File: src/rtl/go_done_sequencer.sv
// Initiator side of the go/done handshake: runs the worker RUNS times per start request,
// with a synchronised done input, idle gaps between runs and a per-run timeout.
module go_done_sequencer #(
    parameter int unsigned RUNS           = 4,
    parameter int unsigned GAP_CYCLES     = 1000,
    parameter int unsigned TIMEOUT_CYCLES = 50000000
) (
    input  logic       clk,
    input  logic       rst,
    input  logic       start,
    input  logic       abort,
    input  logic       done_in,
    output logic       go_n,
    output logic       busy,
    output logic       all_done,
    output logic       timeout_err,
    output logic [7:0] run_count
);

    // Timeout counter is sized from TIMEOUT_CYCLES so the 50M default fits without truncation.
    localparam int unsigned       TMO_W    = (TIMEOUT_CYCLES > 2) ? $clog2(TIMEOUT_CYCLES) : 1;
    localparam logic [TMO_W-1:0]  TMO_LAST = TMO_W'(TIMEOUT_CYCLES - 1);
    localparam logic [23:0]       GAP_LAST = (GAP_CYCLES > 1) ? 24'(GAP_CYCLES - 1) : 24'd0;
    localparam logic [7:0]        RUNS_C   = 8'(RUNS);

    typedef enum logic [2:0] {
        S_IDLE,
        S_ISSUE,
        S_RELEASE,
        S_GAP,
        S_FINISH,
        S_ERROR
    } state_t;

    state_t           state;
    logic             start_q;
    logic             done_sync_p0;
    logic             done_sync_p1;
    logic [TMO_W-1:0] tmo;
    logic [23:0]      gap;

    logic       done_s;
    logic       start_rise;
    logic [7:0] run_next;

    assign done_s     = done_sync_p1;
    assign start_rise = start & ~start_q;
    assign run_next   = run_count + 8'd1;

    assign go_n     = (state != S_ISSUE);
    assign busy     = (state == S_ISSUE) || (state == S_RELEASE) || (state == S_GAP);
    assign all_done = (state == S_FINISH);

    always_ff @(posedge clk) begin
        // Sampled even in reset, so a start held through reset is not a fresh request.
        start_q <= start;
        if (rst) begin
            done_sync_p0 <= 1'b0;
            done_sync_p1 <= 1'b0;
            state        <= S_IDLE;
            run_count    <= 8'd0;
            timeout_err  <= 1'b0;
            tmo          <= '0;
            gap          <= 24'd0;
        end else begin
            // done_in crosses into clk: p0 -> p1
            done_sync_p0 <= done_in;
            done_sync_p1 <= done_sync_p0;

            if (abort) begin
                state <= S_IDLE;
            end else begin
                case (state)
                    S_IDLE: begin
                        if (start_rise) begin
                            state       <= S_ISSUE;
                            run_count   <= 8'd0;
                            timeout_err <= 1'b0;
                            tmo         <= '0;
                        end
                    end
                    S_ISSUE: begin
                        if (done_s) begin
                            state <= S_RELEASE;
                            tmo   <= '0;
                        end else if (tmo == TMO_LAST) begin
                            state       <= S_ERROR;
                            timeout_err <= 1'b1;
                        end else begin
                            tmo <= tmo + TMO_W'(1);
                        end
                    end
                    S_RELEASE: begin
                        if (!done_s) begin
                            run_count <= run_next;
                            if (run_next == RUNS_C) begin
                                state <= S_FINISH;
                            end else begin
                                state <= S_GAP;
                                gap   <= 24'd0;
                            end
                        end else if (tmo == TMO_LAST) begin
                            state       <= S_ERROR;
                            timeout_err <= 1'b1;
                        end else begin
                            tmo <= tmo + TMO_W'(1);
                        end
                    end
                    S_GAP: begin
                        if (gap == GAP_LAST) begin
                            state <= S_ISSUE;
                            tmo   <= '0;
                        end else begin
                            gap <= gap + 24'd1;
                        end
                    end
                    S_FINISH: begin
                        state <= S_IDLE;
                    end
                    S_ERROR: begin
                        if (start_rise) begin
                            state       <= S_ISSUE;
                            run_count   <= 8'd0;
                            timeout_err <= 1'b0;
                            tmo         <= '0;
                        end
                    end
                    default: begin
                        state <= S_IDLE;
                    end
                endcase
            end
        end
    end

endmodule

File: config.mk
export PLATFORM = sky130hd
export DESIGN_NAME = go_done_sequencer
export DESIGN_NICKNAME = d
export VERILOG_FILES = /design/src/rtl/go_done_sequencer.sv
export SDC_FILE = /design/constraint.sdc
export NUM_CORES = 1
export LEC_CHECK = 0
export ABC_AREA = 0
export BUFFER_PORTS_ARGS = -buffer_cell sky130_fd_sc_hd__buf_2
export CAP_MARGIN = 10
export CORE_ASPECT_RATIO = 0.9
export CORE_MARGIN = 2
export CORE_UTILIZATION = 40
export CTS_BUF_LIST = sky130_fd_sc_hd__clkbuf_16
export CTS_CLUSTER_SIZE = 30
export DETAILED_ROUTE_END_ITERATION = 10
export SKIP_CTS_REPAIR_TIMING = 1
export SLEW_MARGIN = 20
export SYNTH_ARGS = -nofsm -noshare
export SYNTH_HDL_FRONTEND = slang
export SYNTH_SLANG_ARGS = --single-unit
export TNS_END_PERCENT = 5
File: constraint.sdc
create_clock -name clk -period 5.51 [get_ports clk]
set_input_delay 1.3775 -clock clk [delete_from_list [all_inputs] [get_ports clk]]
set_output_delay 1.3775 -clock clk [all_outputs]
set_load 0.005 [all_outputs]
==> results of run 1 <==
[final cells by class]
cell class	count	area, µm²
Inverter	9	33.8
Clock inverter	6	51.3
Clock buffer	9	225
Timing Repair Buffer	17	87.6
Tap cell	122	153
Sequential cell	65	1300
Multi-Input combinational cell	372	2320
Fill cell	893	4950
[synthesized netlist by cell type, types with 2 or more instances]
cell type  count  area share
dfxtp_1       65        0.34
nor2_1        38       0.038
nand2_1       36       0.036
nand3_1       31       0.041
a21oi_1       30       0.040
o21ai_0       25       0.033
o31ai_1       22       0.044
clkbuf_1      17       0.017
nor3_1        17       0.023
nand4_1       15       0.025
or4_1         15       0.030
nand2b_1      12       0.020
and3_1         9       0.015
inv_1          9      0.0089
nor2b_1        9       0.015
nor4_1         9       0.015
or3_1          9       0.015
a211o_1        6       0.014
a21o_1         6       0.012
mux2i_1        6       0.016
o21a_1         6       0.012
o311ai_0       6       0.014
buf_2          5      0.0066
nor3b_1        5      0.0099
o211ai_1       5      0.0099
a211oi_1       4      0.0080
a31oi_1        4      0.0066
ha_1           4       0.013
nand3b_1       4      0.0080
nor4b_2        4       0.016
a22o_1         3      0.0070
and4_1         3      0.0070
nor4b_1        3      0.0070
xor2_1         3      0.0070
a221o_1        2      0.0053
and2_1         2      0.0033
buf_6          2      0.0060
o211a_1        2      0.0053
[kinds of logic after synthesis]
kind of cell               Yosys count  share of synthesized area
AOI/OAI and AO/OA                  132                      0.240
xor gates and xnor gates             4                    0.00928
adders and majority gates            4                     0.0133
buffers and inverters               34                     0.0394
DFF                                 65                      0.345
muxes                                7                     0.0189
and+or+nand+nor                    225                      0.335
[path summary, 6_finish.rpt]
path	end	cells past startpoint
min reg2reg	done_s	1
min	done_s	1
max reg2reg	gap[7]	6
max	gap[7]	5
[state kept, by name, summed over array words and instances, names as in the netlist]
signal,cells
tmo,26
gap,24
run_count,8
state,3
done_s,1
done_sync_p0,1
start_q,1
timeout_err,1
[per-layer routing]
layer  global-route usage  vias up  wire length, µm
met4               0.0779        0              155
met2                0.287       89             4030
met1                0.262     1712             4530
met5                    0        -                0
met3               0.0271       14              383
li1                     -     1815                -
[power by group]
part | total (mW) | leakage (nW) | switching [mW] | internal (mW)
sequential | 0.476 | 0.524 | 0.00327 | 0.473
combinational | 0.0395 | 0.794 | 0.0284 | 0.0111
clock | 0.542 | 0.141 | 0.201 | 0.341
total | 1.06 | 1.46 | 0.233 | 0.825
[per-stage QoR]
| step | cells | power [mW] |
|---|---|---|
| finish | 600 | 1.06 |
| global placement | 585 | 0.525 |
| floorplan | 471 | 0.516 |
| detailed placement | 585 | 0.526 |
| CTS | 600 | 1.07 |
| global route | 600 | 1.09 |
[worst register-to-register path, stage by stage (launching register included)]
cell and delay [ns]:
dfxtp_1 0.59, nor2b_1 0.25, nand2_1 0.21, nor2_1 0.83
nand2b_1 0.56, or3_1 0.49, o211ai_1 0.08
==> impl_results.md, run 1 <==
* I/O Pins at 17
* #FFs+latches synth at 65
* Crit path launch type: primary input
* Post-route cell area at 4180 µm²
* Root Driver: clkbuf_16
* Number of synthesized flops with an enable pin at 0
* CP top delay family: simple AND/OR/NAND/NOR gates
* Crit-path cells: buf_2 > nor2_1 > nand2b_1 > or3_1 > o211ai_1
* Most common cell after layout, fill and taps aside: dfxtp_1
* Max_slew headroom at 0.334
* Tcrit/Tclk final at 0.601
* Number of remaining DRC errors at 0
* Most frequent cells in the layout: 65 x dfxtp_1, 38 x nor2_1, 36 x nand2_1, 31 x nand3_1, 30 x a21oi_1
* Initial DRC count at between 200 and 250
* Clock Skews at around 0.0056 ns
* Placement Cell Area at approximately 3900 µm²
* Final setup viols at 0
* Die area at around 10000 µm²
* Final setup margin at approximately 2.2 ns
* Final design utilization at 0.458
* Routed via count at 3630
* CP Class: primary input to flop
* Leakage at around 1.5 nW
* Fraction of layout cells with a size suffix above 1 at 0.0816
* Clock buffer count from CTS at 9
* Post-Syn Nets at 480
* Max-slew violations at 0
* Pin count of the biggest net entering global routing at 35
* Smallest hold slack at roughly 0.44 ns
* Least-Margin Pin Slew at between 0.9 and 1 ns
* Arrival time worst endpoint at roughly 3.6 ns
* Yosys warning count at 0
* Detail Route Antenna Nets at 0
* Crit path from: rst
* Clock sinks at between 60 and 70
* Power per standard cell area at around 250 nW/µm²
* Top_reg_cell synth: dfxtp_1
* CP max-delay cell: nor2_1
* Vias in the first global route at around 3200
* Setup slack, reg-to-reg at about 2.4 ns
* Fraction of registers with async set/reset at 0
* Final net count at a little under 500
* Clk slew on worst S/H paths at about 0.050 ns
* First-pass GRT wire length at 15.5 mm
* Status: finished clean
* DR vias/cell at approximately 6
* WP buf/inv at 1
* Yosys cell types at 56
* Worst min-delay path startpoint: done_sync_p0
* Placeable Area at roughly 9100 µm²
* RSZ-0062 raised after global routing: false
* DRT Wirelength at roughly 9.1 mm
* Chip width at 106 µm
* Crit. End Element: flop
* WP data required at 5.76 ns
* WL per Instance at approximately 15 µm
* Register area share after synthesis at 0.345
* Post-DP HPWL at approximately 6.2 mm
* # rows at 33
* Cell count after synthesis at between 400 and 500
* Starting Density at 0.414
* Worst-Skew Late Latency at 0.33 ns
* Hold/Removal Path Class: flop to flop
* Initial antenna violation count at 0
* CTS Buffer Depth at 2
* R2R Path Start: state[1]
* CTS tree: yes
* Pre-Repair DR Iteration Count at 5
* Maximum vdd ir drop at between 0.00015 and 0.0002 V
* Area growth from synthesis to layout at 10.6%
* # H-tree levels at 3
* Max-Cap Viols at 0
* Highest Clock Rate at about 0.3 GHz
* Ant. Diodes at 0
* Fin crit period at 3.31 ns
* PortBufs at 16
* Crit-path max cell delay at 0.81 ns
* Final hold viol count at 0
* Grt total ovfl at 0
* Crit Path Max Fanout at 20
* GR Util All Layers at 0.187
* Chip height at slightly below 100 µm
* Post-Syn Area at roughly 3800 µm²
* Placer congestion estimate at between 0.8 and 0.9
* Setup WS pre-CTS at between 1.5 and 2 ns
* Mean area per synthesized cell at roughly 8 µm²
* Total negative slack at 0 ns
(Power assumes the default switching activity.)
==> inputs of run 2 (changes only) <==
--- a/config.mk
+++ b/config.mk
@@ -5,7 +5,7 @@
 export SDC_FILE = /design/constraint.sdc
 export NUM_CORES = 1
 export LEC_CHECK = 0
-export ABC_AREA = 0
+export ABC_AREA = 1
 export BUFFER_PORTS_ARGS = -buffer_cell sky130_fd_sc_hd__buf_2
 export CAP_MARGIN = 10
 export CORE_ASPECT_RATIO = 0.9
==> constraint.sdc (replaced) <==
create_clock -name clk -period 2.9 [get_ports clk]
set_input_delay 0.725 -clock clk [delete_from_list [all_inputs] [get_ports clk]]
set_output_delay 0.725 -clock clk [all_outputs]
set_load 0.005 [all_outputs]
==> impl_results.md, run 2 <==
* Post-Syn Nets at between 800 and 900
* Most common cell in the netlist: nand2_1
* Post-DP HPWL at about 9.5 mm
* First-pass GRT wire length at 22.1 mm
* I/O Pins at 17
* Clock buffer count from CTS at 9
* # rows at 37
* Synth top area cells: dfxtp_1 28%, nand2_1 20%, nor2_1 11%
* Placer congestion estimate at roughly 0.93
* Biggest register: tmo
* Fin crit period at around 2.4 ns
* Clock sinks at 65
* Mean area per synthesized cell at 5.81 µm²
* Fraction of registers with async set/reset at 0
* CP Class: flop to flop
* Total negative slack at 0 ns
* Clk slew on worst S/H paths at approximately 0.06 ns
* Initial DRC count at approximately 310
* Fraction of layout cells with a size suffix above 1 at 0.0821
* Post-Syn Area at roughly 4700 µm²
* Final design utilization at 0.454
* Overall Power at around 2.1 mW
* Final hold viol count at 0
* PortBufs at 16
* Starting Density at 0.411
* Top_reg_cell synth: dfxtp_1
* Crit. End Element: flop
* Pin count of the biggest net entering global routing at 31
* Tcrit/Tclk final at 0.820
* Leakage at slightly below 2 nW
* Maximum vdd ir drop at between 0.0003 and 0.0004 V
* Detail Route Antenna Nets at 0
* Crit path launch type: flop
* Cell count after synthesis at a little over 800
* Pre-Repair DR Iteration Count at 5
* Highest Clock Rate at 0.420 GHz
* Vias in the first global route at 4577
* Routed via count at 5095
* DR vias/cell at about 5.2
* Placeable Area at 11500 µm²
* Crit Path Max Fanout at 26
* Die area at 12700 µm²
* Clock Skews at 0.00503 ns
* Register area share after synthesis at 0.275
* DRT Wirelength at 13.1 mm
* Post-synth top area share at 0.275
* Multi-input gate area at just under 3000 µm²
* Max-Cap Viols at 0
* Largest register FFs at 26
* Hold/Removal Path Class: flop to flop
* Most frequent cells in the layout: 247 x nand2_1, 142 x nor2_1, 94 x nand3_1, 77 x inv_1, 65 x dfxtp_1
* Max_slew headroom at 0.555
* Root Driver: clkbuf_16
* Seq. cell area at ~1300 µm²
* Biggest regs: tmo (26), gap (24), run_count (8)
* Final setup viols at 0
* Grt total ovfl at 0
* Max-slew violations at 0
* Yosys warning count at 0
* Final net count at about 830
* CTS Buffer Depth at 2
* Chip width at between 100 and 150 µm
* CTS tree: yes
* Number of synthesized flops with an enable pin at 0
* Least-Margin Pin Slew at ~0.67 ns
* RSZ-0062 raised after global routing: false
* Power per standard cell area at between 400 and 500 nW/µm²
* # H-tree levels at 3
* Synth cell count leaders: 247 x nand2_1, 142 x nor2_1, 94 x nand3_1
* Chip height at around 110 µm
* Most common cell after layout, fill and taps aside: nand2_1
* Fill cells at 1267
* #FFs+latches synth at 65
* WP data required at ~3.2 ns
* Arrival time worst endpoint at around 2.7 ns
* Post-synth top area cell: dfxtp_1
* Status: finished clean
* GR Util All Layers at 0.215
* Ant. Diodes at 0
* WL per Instance at approximately 13 µm
* Worst-Skew Late Latency at about 0.34 ns
* Yosys cell types at 34
* Area growth from synthesis to layout at 10.4%
* Initial antenna violation count at 0
* Number of remaining DRC errors at 0
-- run 2: report_power, final --
part           total, mW  switching (mW)  internal (mW)
clock network       1.14           0.408          0.737
registers          0.905         0.00624          0.898
logic             0.0915          0.0700         0.0215
-- run 2: worst max-delay path, cell delays in order, from the launching register on --
cell and delay, ns:
dfxtp_1 0.47, ha_1 0.28, nand2_1 0.09, inv_1 0.11, nand3_1 0.09, nor2_1 0.13, nand3_2 0.13, nand2_4 0.12
nand3_4 0.09, nor2_8 0.34, nand2_1 0.20, nand2_1 0.10, nand2_1 0.06, nor2_1 0.10
-- run 2: routing by layer --
layer	global-route usage	part of all wire	vias up
li1	-	-	2608
met1	0.295	0.49	2339
met2	0.333	0.44	135
met3	0.0511	0.056	13
met4	0.0672	0.012	0
met5	0	0	-
-- run 2: final timing paths --
| check | startpoint | endpoint | slack [ns] | cells after the start |
|---|---|---|---|---|
| worst max-delay path | gap[0] | tmo[0] | 0.52 | 13 |
| worst min-delay path | done_sync_p0 | done_s | 0.41 | 2 |
| worst max register to register | gap[0] | tmo[0] | 0.52 | 13 |
| worst min register to register | done_sync_p0 | done_s | 0.41 | 2 |
-- run 2: final cells by class --
| class | instances | share of cell area |
|---|---|---|
| repair buffers | 22 | 0.0240 |
| flip-flops and latches | 65 | 0.249 |
| clock buffers | 9 | 0.0432 |
| inverters | 84 | 0.0604 |
| clock inverters | 6 | 0.0146 |
| multi-input cells | 642 | 0.571 |
| well taps | 156 | 0.0374 |
-- run 2: through the flow --
step           worst slack, ns  cells  hold slack, ns  instance area [µm²]
4_1_cts                  0.532    984           0.410                 5220
2_1_floorplan             1.17    813           0.388                 4720
3_5_place_dp             0.542    969           0.402                 4910
6_report                 0.521    984           0.407                 5220
5_1_grt                  0.341    984           0.452                 5220
3_3_place_gp             0.618    969           0.400                 4910
-- run 2: cells by family after synthesis --
group,Yosys count,share of synthesized area
buf+inv,106,0.0940
compound gates,81,0.0903
flops,65,0.275
xor+xnor,19,0.0352
simple gates,538,0.494
fa+ha+maj,4,0.0106
==> inputs of run 3 (changes only) <==
==> constraint.sdc (replaced) <==
create_clock -name clk -period 2.3 [get_ports clk]
set_input_delay 0.575 -clock clk [delete_from_list [all_inputs] [get_ports clk]]
set_output_delay 0.575 -clock clk [all_outputs]
set_load 0.005 [all_outputs]
==> impl_results.md, run 3 (synthesized netlist as in run 2, its figures left out) <==
* Status: finished clean
* Final design utilization at 0.466
* Overall Power at between 2 and 3 mW
* Biggest register: tmo
* Arrival time worst endpoint at about 2.4 ns
* Max-slew violations at 0
* Placeable Area at ~11000 µm²
* Max_slew headroom at 0.538
* I/O Pins at 17
* Clock sinks at between 60 and 70
* Leakage at ~2.0 nW
* DRT Wirelength at around 14 mm
* Chip height at 107 µm
* Die area at approximately 13000 µm²
* Largest register FFs at 26
* Placer congestion estimate at between 0.9 and 1
* Clock buffer count from CTS at 9
* Tcrit/Tclk final at 0.899
* PortBufs at 16
* DR vias/cell at just over 5
* Least-Margin Pin Slew at approximately 0.69 ns
* Final setup margin at between 0.2 and 0.25 ns
* Setup WS pre-CTS at -0.185 ns
* Most frequent cells in the layout: 247 x nand2_1, 141 x nor2_1, 94 x nand3_1, 75 x inv_1, 65 x dfxtp_1
* Starting Density at 0.411
* Pin count of the biggest net entering global routing at 26
* WL per Instance at 13.8 µm
* Pre-Repair DR Iteration Count at 5
* # H-tree levels at 3
* Number of remaining DRC errors at 0
* Post-route cell area at 5350 µm²
* CP Class: flop to flop
* CTS Buffer Depth at 2
* Chip width at between 100 and 150 µm
* # rows at 37
* CTS tree: yes
* Smallest hold slack at 0.342 ns
* Crit. End Element: flop
* Routed via count at around 5200
* GR Util All Layers at 0.226
* Vias in the first global route at 4699
* Placement Cell Area at 5030 µm²
* Most common cell after layout, fill and taps aside: nand2_1
* Grt total ovfl at 0
* Area growth from synthesis to layout at 13.4%
* Final hold viol count at 0
* Final net count at 850
* Hold/Removal Path Class: primary input to flop
* Clock Skews at slightly above 0.008 ns
* Post-DP HPWL at slightly above 10 mm
* Initial antenna violation count at 0
* Biggest regs: tmo (26), gap (24), run_count (8)
* Crit path launch type: flop
* Clk slew on worst S/H paths at roughly 0.06 ns
* Ant. Diodes at 0
* Final setup viols at 0
* First-pass GRT wire length at approximately 23 mm
* RSZ-0062 raised after global routing: false
* Inst Count DP at 985
* Worst-Skew Late Latency at 0.35 ns
* Max-Cap Viols at 0
* Root Driver: clkbuf_16
* Maximum vdd ir drop at 0.000523 V
* Detail Route Antenna Nets at 0
* Highest Clock Rate at about 0.48 GHz
* Non-filler cells, final at 1002
* Fill cells at around 1300
* Initial DRC count at ~350
* WP data required at ~2.6 ns
* Crit Path Max Fanout at 5
* Fraction of layout cells with a size suffix above 1 at 0.104
* Power per standard cell area at approximately 490 nW/µm²
* Fin crit period at 2.07 ns
* Total negative slack at 0 ns
==> run 3: final cells by class <==
cell class | instances | area (µm²) | share of cell area
well taps | 156 | 195 | 0.0365
inverters | 84 | 315 | 0.0589
multi-input cells | 642 | 3000 | 0.561
flip-flops and latches | 65 | 1300 | 0.243
clock inverters | 7 | 61.3 | 0.0115
repair buffers | 39 | 253 | 0.0472
clock buffers | 9 | 225 | 0.0421
==> run 3: path summary, 6_finish.rpt <==
kind,startpoint,end,slack (ns),cells after the start
worst min register to register,done_sync_p0,done_s,0.42,2
worst max register to register,tmo[0],tmo[22],0.23,13
worst min-delay path,start,start_q,0.34,1
worst max-delay path,tmo[0],tmo[22],0.23,13
==> run 3: report_power, final <==
part	switching [mW]	internal, mW	total [mW]	leakage [nW]
combinational	0.0897	0.0305	0.120	1.34
sequential	0.00751	1.13	1.14	0.524
clock	0.544	0.827	1.37	0.144
total	0.641	1.99	2.63	2.01
==> run 3: worst max-delay path, cell delays in order, from the launching register on <==
cell,delay [ns]
dfxtp_1,0.41
ha_1,0.26
nand2_2,0.10
nor2_4,0.17
nand2_2,0.09
nor2_2,0.15
nand2_1,0.11
nor2_1,0.20
nand2_1,0.10
nor2_1,0.15
nand2_1,0.07
nand2_1,0.06
nand2_1,0.04
nor2_1,0.08
==> run 3: metal layers <==
| metal | track usage | vias up | routed length (µm) |
|---|---|---|---|
| met3 | 0.0521 | 15 | 753 |
| met2 | 0.349 | 128 | 5990 |
| met4 | 0.0604 | 0 | 183 |
| li1 | - | 2657 | - |
| met1 | 0.317 | 2397 | 6860 |
| met5 | 0 | - | 0 |
